$ cat config.mk
export PLATFORM = sky130hd
export DESIGN_NAME = conv_window_gen_3x3
export DESIGN_NICKNAME = d
export VERILOG_FILES = /design/src/rtl/conv_window_gen_3x3.sv
export SDC_FILE = /design/constraint.sdc
export NUM_CORES = 1
export LEC_CHECK = 0
export BUFFER_PORTS_ARGS = -buffer_cell sky130_fd_sc_hd__buf_2
export CAP_MARGIN = 5
export CELL_PAD_IN_SITES_DETAIL_PLACEMENT = 0
export CELL_PAD_IN_SITES_GLOBAL_PLACEMENT = 2
export CORE_MARGIN = 10
export CORE_UTILIZATION = 45
export CTS_CLUSTER_DIAMETER = 120
export DETAILED_ROUTE_END_ITERATION = 16
export GPL_ROUTABILITY_DRIVEN = 0
export GPL_TIMING_DRIVEN = 0
export PLACE_DENSITY = 0.78
export SYNTH_ARGS = -nofsm -noshare
export SYNTH_HDL_FRONTEND = slang
export SYNTH_SLANG_ARGS = --single-unit
$ cat constraint.sdc
create_clock -name clk -period 4.13 [get_ports clk]
set_input_delay 0.413 -clock clk [delete_from_list [all_inputs] [get_ports clk]]
set_output_delay 0.413 -clock clk [all_outputs]
set_load 0.05 [all_outputs]
$ cat src/rtl/conv_window_gen_3x3.sv
// conv_window_gen_3x3: turns a raster-order 8-bit pixel stream into packed
// 3x3 windows for the convolution stage. Two line buffers hold the previous
// two rows, and a 3-column shift register holds the window. Only windows that
// lie fully inside the frame are emitted.
// pixels_out byte k = 3*row + col (row 0 = top line, col 0 = leftmost).
// A single output register acts as a skid stage, so the block moves one pixel
// per cycle while out_ready stays high.
// Optional: define CONV_WIN_EOF_EN to add out_last, which flags the final
// window of each frame.
module conv_window_gen_3x3 #(
  parameter int IMG_WIDTH  = 16,
  parameter int IMG_HEIGHT = 16
) (
  input  logic        clk,
  input  logic        rst_n,
  input  logic        in_valid,
  output logic        in_ready,
  input  logic [7:0]  pixel_in,
  output logic        out_valid,
  input  logic        out_ready,
`ifdef CONV_WIN_EOF_EN
  output logic        out_last,
`endif
  output logic [71:0] pixels_out
);

  localparam int COL_W = $clog2(IMG_WIDTH);
  localparam int ROW_W = $clog2(IMG_HEIGHT);
  localparam logic [COL_W-1:0] COL_LAST = COL_W'(IMG_WIDTH - 1);
  localparam logic [ROW_W-1:0] ROW_LAST = ROW_W'(IMG_HEIGHT - 1);
  localparam logic [COL_W-1:0] COL_TWO  = COL_W'(2);
  localparam logic [ROW_W-1:0] ROW_TWO  = ROW_W'(2);

  logic [COL_W-1:0] col_q, col_d;
  logic [ROW_W-1:0] row_q, row_d;
  logic             out_valid_q, out_valid_d;
  // Each window column packs {top, mid, bottom}; index 0 is the leftmost column.
  logic [2:0][23:0] win_q, win_d;

  logic [7:0] lb0_mem [IMG_WIDTH];  // row r-1
  logic [7:0] lb1_mem [IMG_WIDTH];  // row r-2

  logic       accept;
  logic       win_done;
  logic [7:0] top_tap;
  logic [7:0] mid_tap;

  assign in_ready  = rst_n && (!out_valid_q || out_ready);
  assign accept    = in_valid && in_ready;
  assign top_tap   = lb1_mem[col_q];
  assign mid_tap   = lb0_mem[col_q];
  assign win_done  = (row_q >= ROW_TWO) && (col_q >= COL_TWO);
  assign out_valid = out_valid_q;

  // Next-state: advance the counters and shift the window on accept, and
  // drop out_valid once a window is consumed and nothing replaces it.
  always_comb begin
    // NOTE: every variable gets a default first, so no path can leave a latch.
    col_d       = col_q;
    row_d       = row_q;
    win_d       = win_q;
    out_valid_d = out_valid_q;
    if (accept) begin
      win_d[0]    = win_q[1];
      win_d[1]    = win_q[2];
      win_d[2]    = {top_tap, mid_tap, pixel_in};
      out_valid_d = win_done;
      if (col_q == COL_LAST) begin
        col_d = '0;
        row_d = (row_q == ROW_LAST) ? '0 : row_q + ROW_W'(1);
      end else begin
        col_d = col_q + COL_W'(1);
      end
    end else if (out_ready) begin
      out_valid_d = 1'b0;
    end
  end

  // State registers with synchronous active-low reset.
  always_ff @(posedge clk) begin
    // NOTE: sequential state uses non-blocking assignments, so every flop
    // samples values from before the edge.
    if (!rst_n) begin
      col_q       <= '0;
      row_q       <= '0;
      win_q       <= '0;
      out_valid_q <= 1'b0;
    end else begin
      col_q       <= col_d;
      row_q       <= row_d;
      win_q       <= win_d;
      out_valid_q <= out_valid_d;
    end
  end

  // Line buffers: push the column down one row on each accepted pixel.
  always_ff @(posedge clk) begin
    // NOTE: the RAMs are deliberately not reset. The row/col gating ensures
    // stale contents never reach an emitted window.
    if (accept) begin
      lb1_mem[col_q] <= lb0_mem[col_q];
      lb0_mem[col_q] <= pixel_in;
    end
  end

  // Unpack the window columns into the row-major byte layout used downstream.
  always_comb begin
    pixels_out = '0;
    for (int r = 0; r < 3; r++) begin
      for (int c = 0; c < 3; c++) begin
        pixels_out[8*(3*r+c) +: 8] = win_q[c][8*(2-r) +: 8];
      end
    end
  end

`ifdef CONV_WIN_EOF_EN
  logic out_last_q, out_last_d;

  assign out_last = out_last_q;

  // End-of-frame flag: set by the last pixel of the frame, held with the window.
  always_comb begin
    out_last_d = out_last_q;
    if (accept) begin
      out_last_d = win_done && (row_q == ROW_LAST) && (col_q == COL_LAST);
    end else if (out_ready) begin
      out_last_d = 1'b0;
    end
  end

  // End-of-frame flag register.
  always_ff @(posedge clk) begin
    if (!rst_n) out_last_q <= 1'b0;
    else        out_last_q <= out_last_d;
  end
`else
  // Without the end-of-frame option there is no out_last port and no extra state.
`endif

endmodule

==> results.json, run 1 <==
{
  "critPathKind": "reg2reg",
  "synth_fa_ha_area_share_pct": 0.5708,
  "hold_violations": 0,
  "fin_skew_ns": 0.01599,
  "grt_antenna_before_repair": 0,
  "cts-resized-gates": 0,
  "min_path_cells": 3,
  "htreeDepth": 2,
  "peakVddDrop_v": 0.0002177,
  "hold_path.startpoint": "in_valid",
  "timing.critical_path.slowest_cell_delay_ns": 1.04,
  "synth_edf_count": 256,
  "power_density_nw_per_um2": 492.8,
  "ioPinCount": 86,
  "r2r_slack_ns": 1.35,
  "post-cts-setup-buffer-count": 0,
  "synth.avg_cell_area_sq_um": 16.26,
  "place_inst": 1283,
  "nets": 956,
  "grt_max_degree": 18,
  "drive_gt1_share_pct": 24.33,
  "rows": 62,
  "crit_path_cell_trace": "buf_2 -> and2_1 -> clkbuf_1 -> and3_1",
  "ys_types": 47,
  "synth_ff_type": "edfxtp_1",
  "rsz0062_at_grt": "false",
  "yosys-top-cells-count": "edfxtp_1, nand2_1, dfxtp_1, nand3_1, mux4_2",
  "grt_usage_pct": 17.91,
  "r2r_cells": 4,
  "slew_headroom_pct": 20.83,
  "numPortBuffers": 84,
  "cts_tree": "yes",
  "die_w_microns": 191.0,
  "cp-end-kind": "flop",
  "drt_wl_total_microns": 32520,
  "grt_pass1_wl_microns": 48520,
  "status": "completed",
  "drt_first_iter_violations": 585,
  "fin_crit_ns": 2.780,
  "die_h_microns": 191.0,
  "yosys.cell_count.top_type": "edfxtp_1",
  "final_util_pct": 53.21,
  "cp_slowest_cell": "and3_1",
  "syn-cell-area_sq_um": 13150,
  "setup_tns_ns": 0,
  "fillers": 2359,
  "start_kind": "flop",
  "synthesis.nets": 827,
  "clkLatencyLatePin_ns": 0.52,
  "worst_hold_path.endpoint": "out_valid",
  "hpwl_microns": 22010,
  "drtAntennaViolNets": 0,
  "yosys.area_share.xor_xnor_pct": 0.06659,
  "yosysTopAreaCell": "edfxtp_1",
  "cts_root_buffer": "clkbuf_16",
  "finalSetupViolations": 0,
  "clockBufferDepth": 3,
  "r2r_start": "col_q[2]",
  "synth_mux_area_share_pct": 13.51,
  "syn_to_final_growth_pct": 16.44,
  "p_total_mw": 7.547,
  "worst_ep_required_time_ns": 4.26,
  "start_util_pct": 45.70,
  "fmax_ghz": 0.3598,
  "synth-simple-area-share_pct": 10.43,
  "cts_buffers": 36,
  "finalMaxSlewViolations": 0,
  "syn_inst": 809,
  "worstMarginPinSlew_ns": 1.188,
  "cellLeakagePower_nw": 5.511,
  "worst_hold_slack_ns": 0.1936,
  "cts_hold_buf": 0,
  "final_cells": 1350,
  "drt_pass1_iterations": 5,
  "synthArstFlopShare_pct": 0,
  "dieArea_sq_um": 36470,
  "synth_compound_area_share_pct": 1.560,
  "worst_setup_hold_path_clk_slew_ns": 0.06,
  "vias": 7396,
  "reg2reg_to": "lb0_mem[14][7]",
  "diodes": 0,
  "grt_pass1_vias": 7426,
  "synth-seq-area-share_pct": 71.39,
  "core_area_sq_um": 28780,
  "hp-class": "in2reg",
  "wire_per_inst_microns": 24.09,
  "cap_violations": 0,
  "ys_warn_count": 0,
  "clkSinkCount": 341,
  "synthTopCellsByArea": "edfxtp_1, dfxtp_1, mux4_2",
  "crit_fanout": 16,
  "via_per_inst": 5.479,
  "worstPathArrival_ns": 2.91,
  "min_period_over_period_pct": 67.30,
  "ys_seq_elements": 341,
  "synth_top_family_by_area": "multiplexers",
  "synth_top_area_share_pct": 58.45,
  "drc_errors": 0,
  "overflow": 0
}
## per-stage QoR
step / setup slack (ns) / cell area [sq um]
CTS: 1.351 / 15300
global placement: -1.486 / 14050
finish: 1.350 / 15310
detailed placement: 1.138 / 14130
global route: 1.248 / 15310
floorplan: 0.9134 / 13150
## cell families (layout without fill, tap and decap cells)
logic type               count (synthesis)  after routing
AO/OA/AOI/OAI                           31             31
multiplexers                            89             89
adder cells (fa/ha/maj)                  6              6
flip-flops                             341            341
buffers and inverters                   55            212
AND/OR/NAND/NOR                        286            286
XOR/XNOR                                 1              1
## placed cells by master (no fill, tap or decap), types with 8 or more instances in the layout
| cell type | n |
|---|---|
| nand2b_1 | 8 |
| mux2i_1 | 17 |
| mux4_1 | 19 |
| nand3_1 | 73 |
| edfxtp_1 | 256 |
| clkbuf_1 | 25 |
| and2_1 | 8 |
| nand2_1 | 145 |
| o21ai_1 | 8 |
| nand4_1 | 9 |
| mux4_2 | 45 |
| buf_1 | 8 |
| buf_2 | 101 |
| dfxtp_1 | 85 |
| nor2_1 | 8 |
| clkbuf_16 | 38 |
| nand3_2 | 8 |
## worst max path at each step
stage | startpoint | endpoint | slack [ns] | cells after the start
after detailed placement | rst_n | lb0_mem[13][3] | 1.14 | 5
final | col_q[2] | lb0_mem[14][7] | 1.35 | 4
after floorplan | rst_n | lb0_mem[3][0] | 0.91 | 6
after global routing | col_q[2] | lb1_mem[12][0] | 1.25 | 4
after CTS | col_q[2] | lb0_mem[14][1] | 1.35 | 4
after global placement | rst_n | lb0_mem[3][3] | -1.49 | 6
## final cells by class
cell class | count | area, sq um | share of cell area (%)
flip-flops and latches | 341 | 9389 | 61.31
inverters | 6 | 22.52 | 0.1471
multi-input cells | 413 | 3450 | 22.52
well taps | 384 | 480.5 | 3.137
clock inverters | 17 | 167.7 | 1.095
repair buffers | 91 | 499.2 | 3.260
clock buffers | 49 | 1002 | 6.544
plain buffers | 49 | 304.0 | 1.985
## sequential cells by signal, indices dropped and copies added (netlist names), named ones only
signal	flops
lb0_mem	128
out_valid	1
row_q	4
col_q	4
pixels_out	72
lb1_mem	128
## critical path: cells and delay by family, from the launching register on
kind | cells | cell delay, ns
buffers and inverters | 2 | 0.75
AND/OR/NAND/NOR | 2 | 1.24
flip-flops | 1 | 0.39
## power by group
part           internal (mW)  switching (mW)
combinational          0.166           0.394
clock                   1.89            1.28
sequential              3.77          0.0424
## metal layers
layer	routed length (microns)	track usage (%)	vias up	share of wire, %
met3	1918	3.426	43	5.9
li1	-	-	3370	-
met1	14620	24.86	3760	45
met2	15370	28.64	223	47
met5	0	0	-	0
met4	613	4.240	0	1.9
No activity file was read; power rests on OpenSTA's default activity.
==> run 2, diff against run 1 <==
- clock period: 4.13 -> 2.7 ns (I/O delays scaled with it)
==> run 2 against run 1 <==
  * Power rose by 50%
  * Clock-buffer cell count rose by 1
  * Combinational power up 55%
  * Critical path type unchanged
  * Largest power group unchanged
  * Highest routed layer unchanged
==> results.json, run 2 (synthesized netlist as in run 1, its figures left out) <==
{
  "status": "completed",
  "cap_violations": 0,
  "power_density_nw_per_um2": 742.6,
  "grt_pass1_vias": 7321,
  "drt_first_iter_violations": 611,
  "syn_to_final_growth_pct": 16.17,
  "via_per_inst": 5.499,
  "drt_wl_total_microns": 32850,
  "worst_setup_hold_path_clk_slew_ns": 0.06,
  "cp-end-kind": "flop",
  "diodes": 0,
  "finalSetupViolations": 0,
  "start_util_pct": 45.70,
  "nets": 956,
  "clkLatencyLatePin_ns": 0.51,
  "slew_headroom_pct": 23.98,
  "seqCellArea_sq_um": 9389,
  "grt_max_degree": 18,
  "fillers": 2345,
  "clkSinkCount": 341,
  "dpl_cell_area_sq_um": 14130,
  "core_area_sq_um": 28780,
  "final_cell_mix": "edfxtp_1, nand2_1, buf_2",
  "fin_skew_ns": 0.01319,
  "start_kind": "flop",
  "critPathKind": "reg2reg",
  "p_total_mw": 11.35,
  "place_ws_ns": -0.1221,
  "peakVddDrop_v": 0.0003327,
  "grt_antenna_before_repair": 0,
  "drc_errors": 0,
  "clockBufferDepth": 3,
  "drive_gt1_share_pct": 24.56,
  "vias": 7396,
  "ioPinCount": 86,
  "worstMarginPinSlew_ns": 1.133,
  "numPortBuffers": 84,
  "crit_fanout": 16,
  "drtAntennaViolNets": 0,
  "fmax_ghz": 0.3954,
  "cts_hold_buf": 0,
  "hp-class": "in2reg",
  "cts_tree": "yes",
  "wire_per_inst_microns": 24.42,
  "fin_crit_ns": 2.529,
  "setup_slack_ns": 0.1712,
  "hold_violations": 0,
  "die_h_microns": 191.0,
  "htreeDepth": 2,
  "cts_root_buffer": "clkbuf_16",
  "grt_pass1_wl_microns": 48650,
  "hpwl_microns": 21960,
  "rows": 62,
  "setup_tns_ns": 0,
  "drt_pass1_iterations": 5,
  "cellLeakagePower_nw": 5.487,
  "dieArea_sq_um": 36470,
  "overflow": 0,
  "min_period_over_period_pct": 93.66,
  "grt_usage_pct": 17.95,
  "finalMaxSlewViolations": 0,
  "postLayoutCellArea_sq_um": 15280,
  "mostFrequentLayoutCell": "edfxtp_1",
  "worstPathArrival_ns": 2.65,
  "multi_input_area_sq_um": 3465,
  "die_w_microns": 191.0,
  "worst_ep_required_time_ns": 2.82,
  "cts_buffers": 35
}
[run 2: cell types whose count changed in the layout (fill, tap and decap cells not counted), moves of 3 or more]
| cell | before | now |
|---|---|---|
| clkinv_2 | 6 | 3 |
| and3_1 | 7 | 2 |
| and2_2 | 0 | 3 |
| and2_1 | 8 | 5 |
| and3_2 | 0 | 5 |
[run 2: metal layers]
metal  vias to the layer above  wire length, microns  share of wire (%)  track usage, %
met3                        46                  2013                6.1           3.480
met4                         0                   646                2.0           4.603
met5                         -                     0                  0               0
li1                       3374                     -                  -               -
met1                      3732                 15100                 46           25.39
met2                       244                 15080                 46           27.96
[run 2: cell type report]
type                            instances  share of cell area (%)
Timing Repair Buffer                   92                   3.398
Clock buffer                           50                   6.584
Buffer                                 49                   1.990
Tap cell                              384                   3.144
Multi-Input combinational cell        413                   22.67
Inverter                                6                  0.1474
Sequential cell                       341                   61.45
Clock inverter                         10                  0.6141
[run 2: worst paths after layout]
| path | cells past startpoint | to | start | slack (ns) |
|---|---|---|---|---|
| min reg2reg | 2 | pixels_out[54] | pixels_out[54] | 0.45 |
| max | 5 | lb0_mem[6][3] | out_valid | 0.17 |
| max reg2reg | 5 | lb0_mem[6][3] | out_valid | 0.17 |
| min | 3 | out_valid | in_valid | 0.05 |
[run 2: repair_timing]
item                       CTS  global route
buffers inserted             0             2
setup endpoints to repair   48            88
pin swaps                    0             1
gates resized for setup      3             5
[run 2: power breakdown]
group	switching [mW]	internal, mW
Clock	1.88	2.77
Combinational	0.610	0.256
Sequential	0.0632	5.76
[run 2: worst max-delay path, cell delays in order, from the launching register on]
cell and delay, ns:
dfxtp_1 0.32, nand2b_1 0.20, nand2_1 0.22, buf_2 0.24
nor2_1 0.24, and3_1 0.91
[run 2: metrics by stage]
step	instances	util, %	hold WS (ns)
after CTS	1342	52.95	0.02591
after detailed placement	1282	49.11	0.4428
after global routing	1345	53.09	0.05921
after floorplan	809	-	0.3689
after global placement	1277	48.85	0.4383
final	1345	53.09	0.04809
==> run 3, diff against run 2 <==
- CORE_MARGIN: 10 -> 3
==> run 3 against run 2 <==
  * Flip-flop and latch count is the same
  * Largest cell class unchanged
  * Clock-buffer cell count is the same
  * Wire length shrank 1.8%
  * Critical endpoint is now lb1_mem[1][3]
  * Critical path type unchanged
  * Fmax shrank 1.3%
==> results.json, run 3 (synthesized netlist as in run 1, its figures left out) <==
{
  "wire_per_inst_microns": 24.01,
  "htreeDepth": 2,
  "clockBufferDepth": 3,
  "grt_antenna_before_repair": 0,
  "overflow": 0,
  "hold_violations": 0,
  "cts_buffers": 37,
  "power_switching_mw": 2.632,
  "die_h_microns": 177.0,
  "pwr-share-seq_pct": 50.6,
  "clkSinkCount": 341,
  "vias": 7412,
  "clkLatencyLatePin_ns": 0.52,
  "drt_wl_total_microns": 32250,
  "numPortBuffers": 84,
  "cts_hold_buf": 0,
  "peakVddDrop_v": 0.0003397,
  "diodes": 0,
  "final_cell_mix": "edfxtp_1, nand2_1, buf_2",
  "cellLeakagePower_nw": 5.504,
  "critPathKind": "reg2reg",
  "status": "completed",
  "power_density_nw_per_um2": 751.6,
  "start_kind": "flop",
  "fin_crit_ns": 2.562,
  "cap_violations": 0,
  "cts_tree": "yes",
  "combPwrFrac_pct": 7.4,
  "slew_headroom_pct": 26.16,
  "cts_root_buffer": "clkbuf_16",
  "crit_fanout": 16,
  "drt_pass1_iterations": 5,
  "cp-end-kind": "flop",
  "hp-class": "in2reg",
  "worst_hold_slack_ns": 0.03620,
  "start_util_pct": 46.45,
  "ioPinCount": 86,
  "die_w_microns": 177.0,
  "drtAntennaViolNets": 0,
  "via_per_inst": 5.519,
  "setup_tns_ns": 0,
  "worstMarginPinSlew_ns": 1.100,
  "worst_ep_required_time_ns": 2.82,
  "grt_pass1_wl_microns": 47950,
  "syn_to_final_growth_pct": 16.44,
  "drive_gt1_share_pct": 25.49,
  "fmax_ghz": 0.3904,
  "finalSetupViolations": 0,
  "p_int_mw": 8.879,
  "worstPathArrival_ns": 2.68,
  "min_period_over_period_pct": 94.88,
  "r2r_slack_ns": 0.14,
  "mostFrequentLayoutCell": "edfxtp_1",
  "grt_max_degree": 18,
  "grt_usage_pct": 20.82,
  "worst_setup_hold_path_clk_slew_ns": 0.06,
  "clockPowerShare_pct": 42.0,
  "fin_skew_ns": 0.02532,
  "dieArea_sq_um": 31310,
  "drc_errors": 0,
  "nets": 955,
  "core_area_sq_um": 28320,
  "drt_first_iter_violations": 586,
  "finalMaxSlewViolations": 0,
  "grt_pass1_vias": 7337,
  "sw_frac_of_total_pct": 22.87,
  "p_total_mw": 11.51,
  "rsz0062_at_grt": "false",
  "hpwl_microns": 21440,
  "rows": 61
}
## run 3: cell count changes in the layout (fill, tap and decap cells not counted), moves of 2 or more
cell	before	now
clkinv_2	3	6
and2_1	5	3
and2_2	3	5
and3_1	2	0
and3_2	5	7
buf_4	5	3
## run 3: worst max-delay path: stages, from the launching register on
cell and delay (ns):
dfxtp_1 0.32, nand2b_1 0.20, nand2_1 0.24, buf_2 0.26, nor3_1 0.24, and2_1 0.89
## run 3: final timing paths
| kind | end | cells after the start | start |
|---|---|---|---|
| hold reg to reg | pixels_out[49] | 2 | pixels_out[57] |
| setup reg to reg | lb1_mem[1][3] | 5 | out_valid |
| hold / removal | out_valid | 3 | in_valid |
| setup / recovery | lb1_mem[1][3] | 5 | out_valid |
## run 3: layer usage
| metal | part of all wire [%] | vias up | global-route usage (%) |
|---|---|---|---|
| met3 | 6.3 | 40 | 3.689 |
| li1 | - | 3372 | - |
| met1 | 45 | 3744 | 30.21 |
| met4 | 2.0 | 0 | 5.205 |
| met2 | 47 | 256 | 33.04 |
| met5 | 0 | - | 0 |
## run 3: through the flow
stage          instance area, sq um  util (%)  cells  worst slack, ns
6_report                      15310     54.09   1343           0.1382
5_1_grt                       15310     54.09   1343          0.02259
4_1_cts                       15290     54.01   1342         0.001594
3_5_place_dp                  14120     49.87   1275          -0.1274
3_3_place_gp                  14050     49.63   1271           -1.174
2_1_floorplan                 13160         -    809           0.1562
## run 3: what timing repair did
action | 4_1_cts | 5_1_grt
setup endpoints to repair | 64 | 161
gates resized for setup | 4 | 10
pin swaps | 0 | 1
setup buffers | 0 | 1
## run 3: layout make-up
type	count	area [sq um]
clock inverters	17	137.6
plain buffers	49	304.0
inverters	6	22.52
multi-input cells	413	3477
fillers	2327	13000
well taps	378	473.0
flip-flops and latches	341	9389
repair buffers	89	484.2
clock buffers	50	1027
## run 3: power by group through the flow
stage | Sequential [mW] | Combinational [mW] | Clock, mW
4_1_cts | 5.83 | 0.864 | 4.91
3_5_place_dp | 5.94 | 0.860 | 0
2_1_floorplan | 6.11 | 0.393 | 0
3_3_place_gp | 5.94 | 0.854 | 0
5_1_grt | 5.83 | 0.912 | 5.12
6_report | 5.83 | 0.852 | 4.83
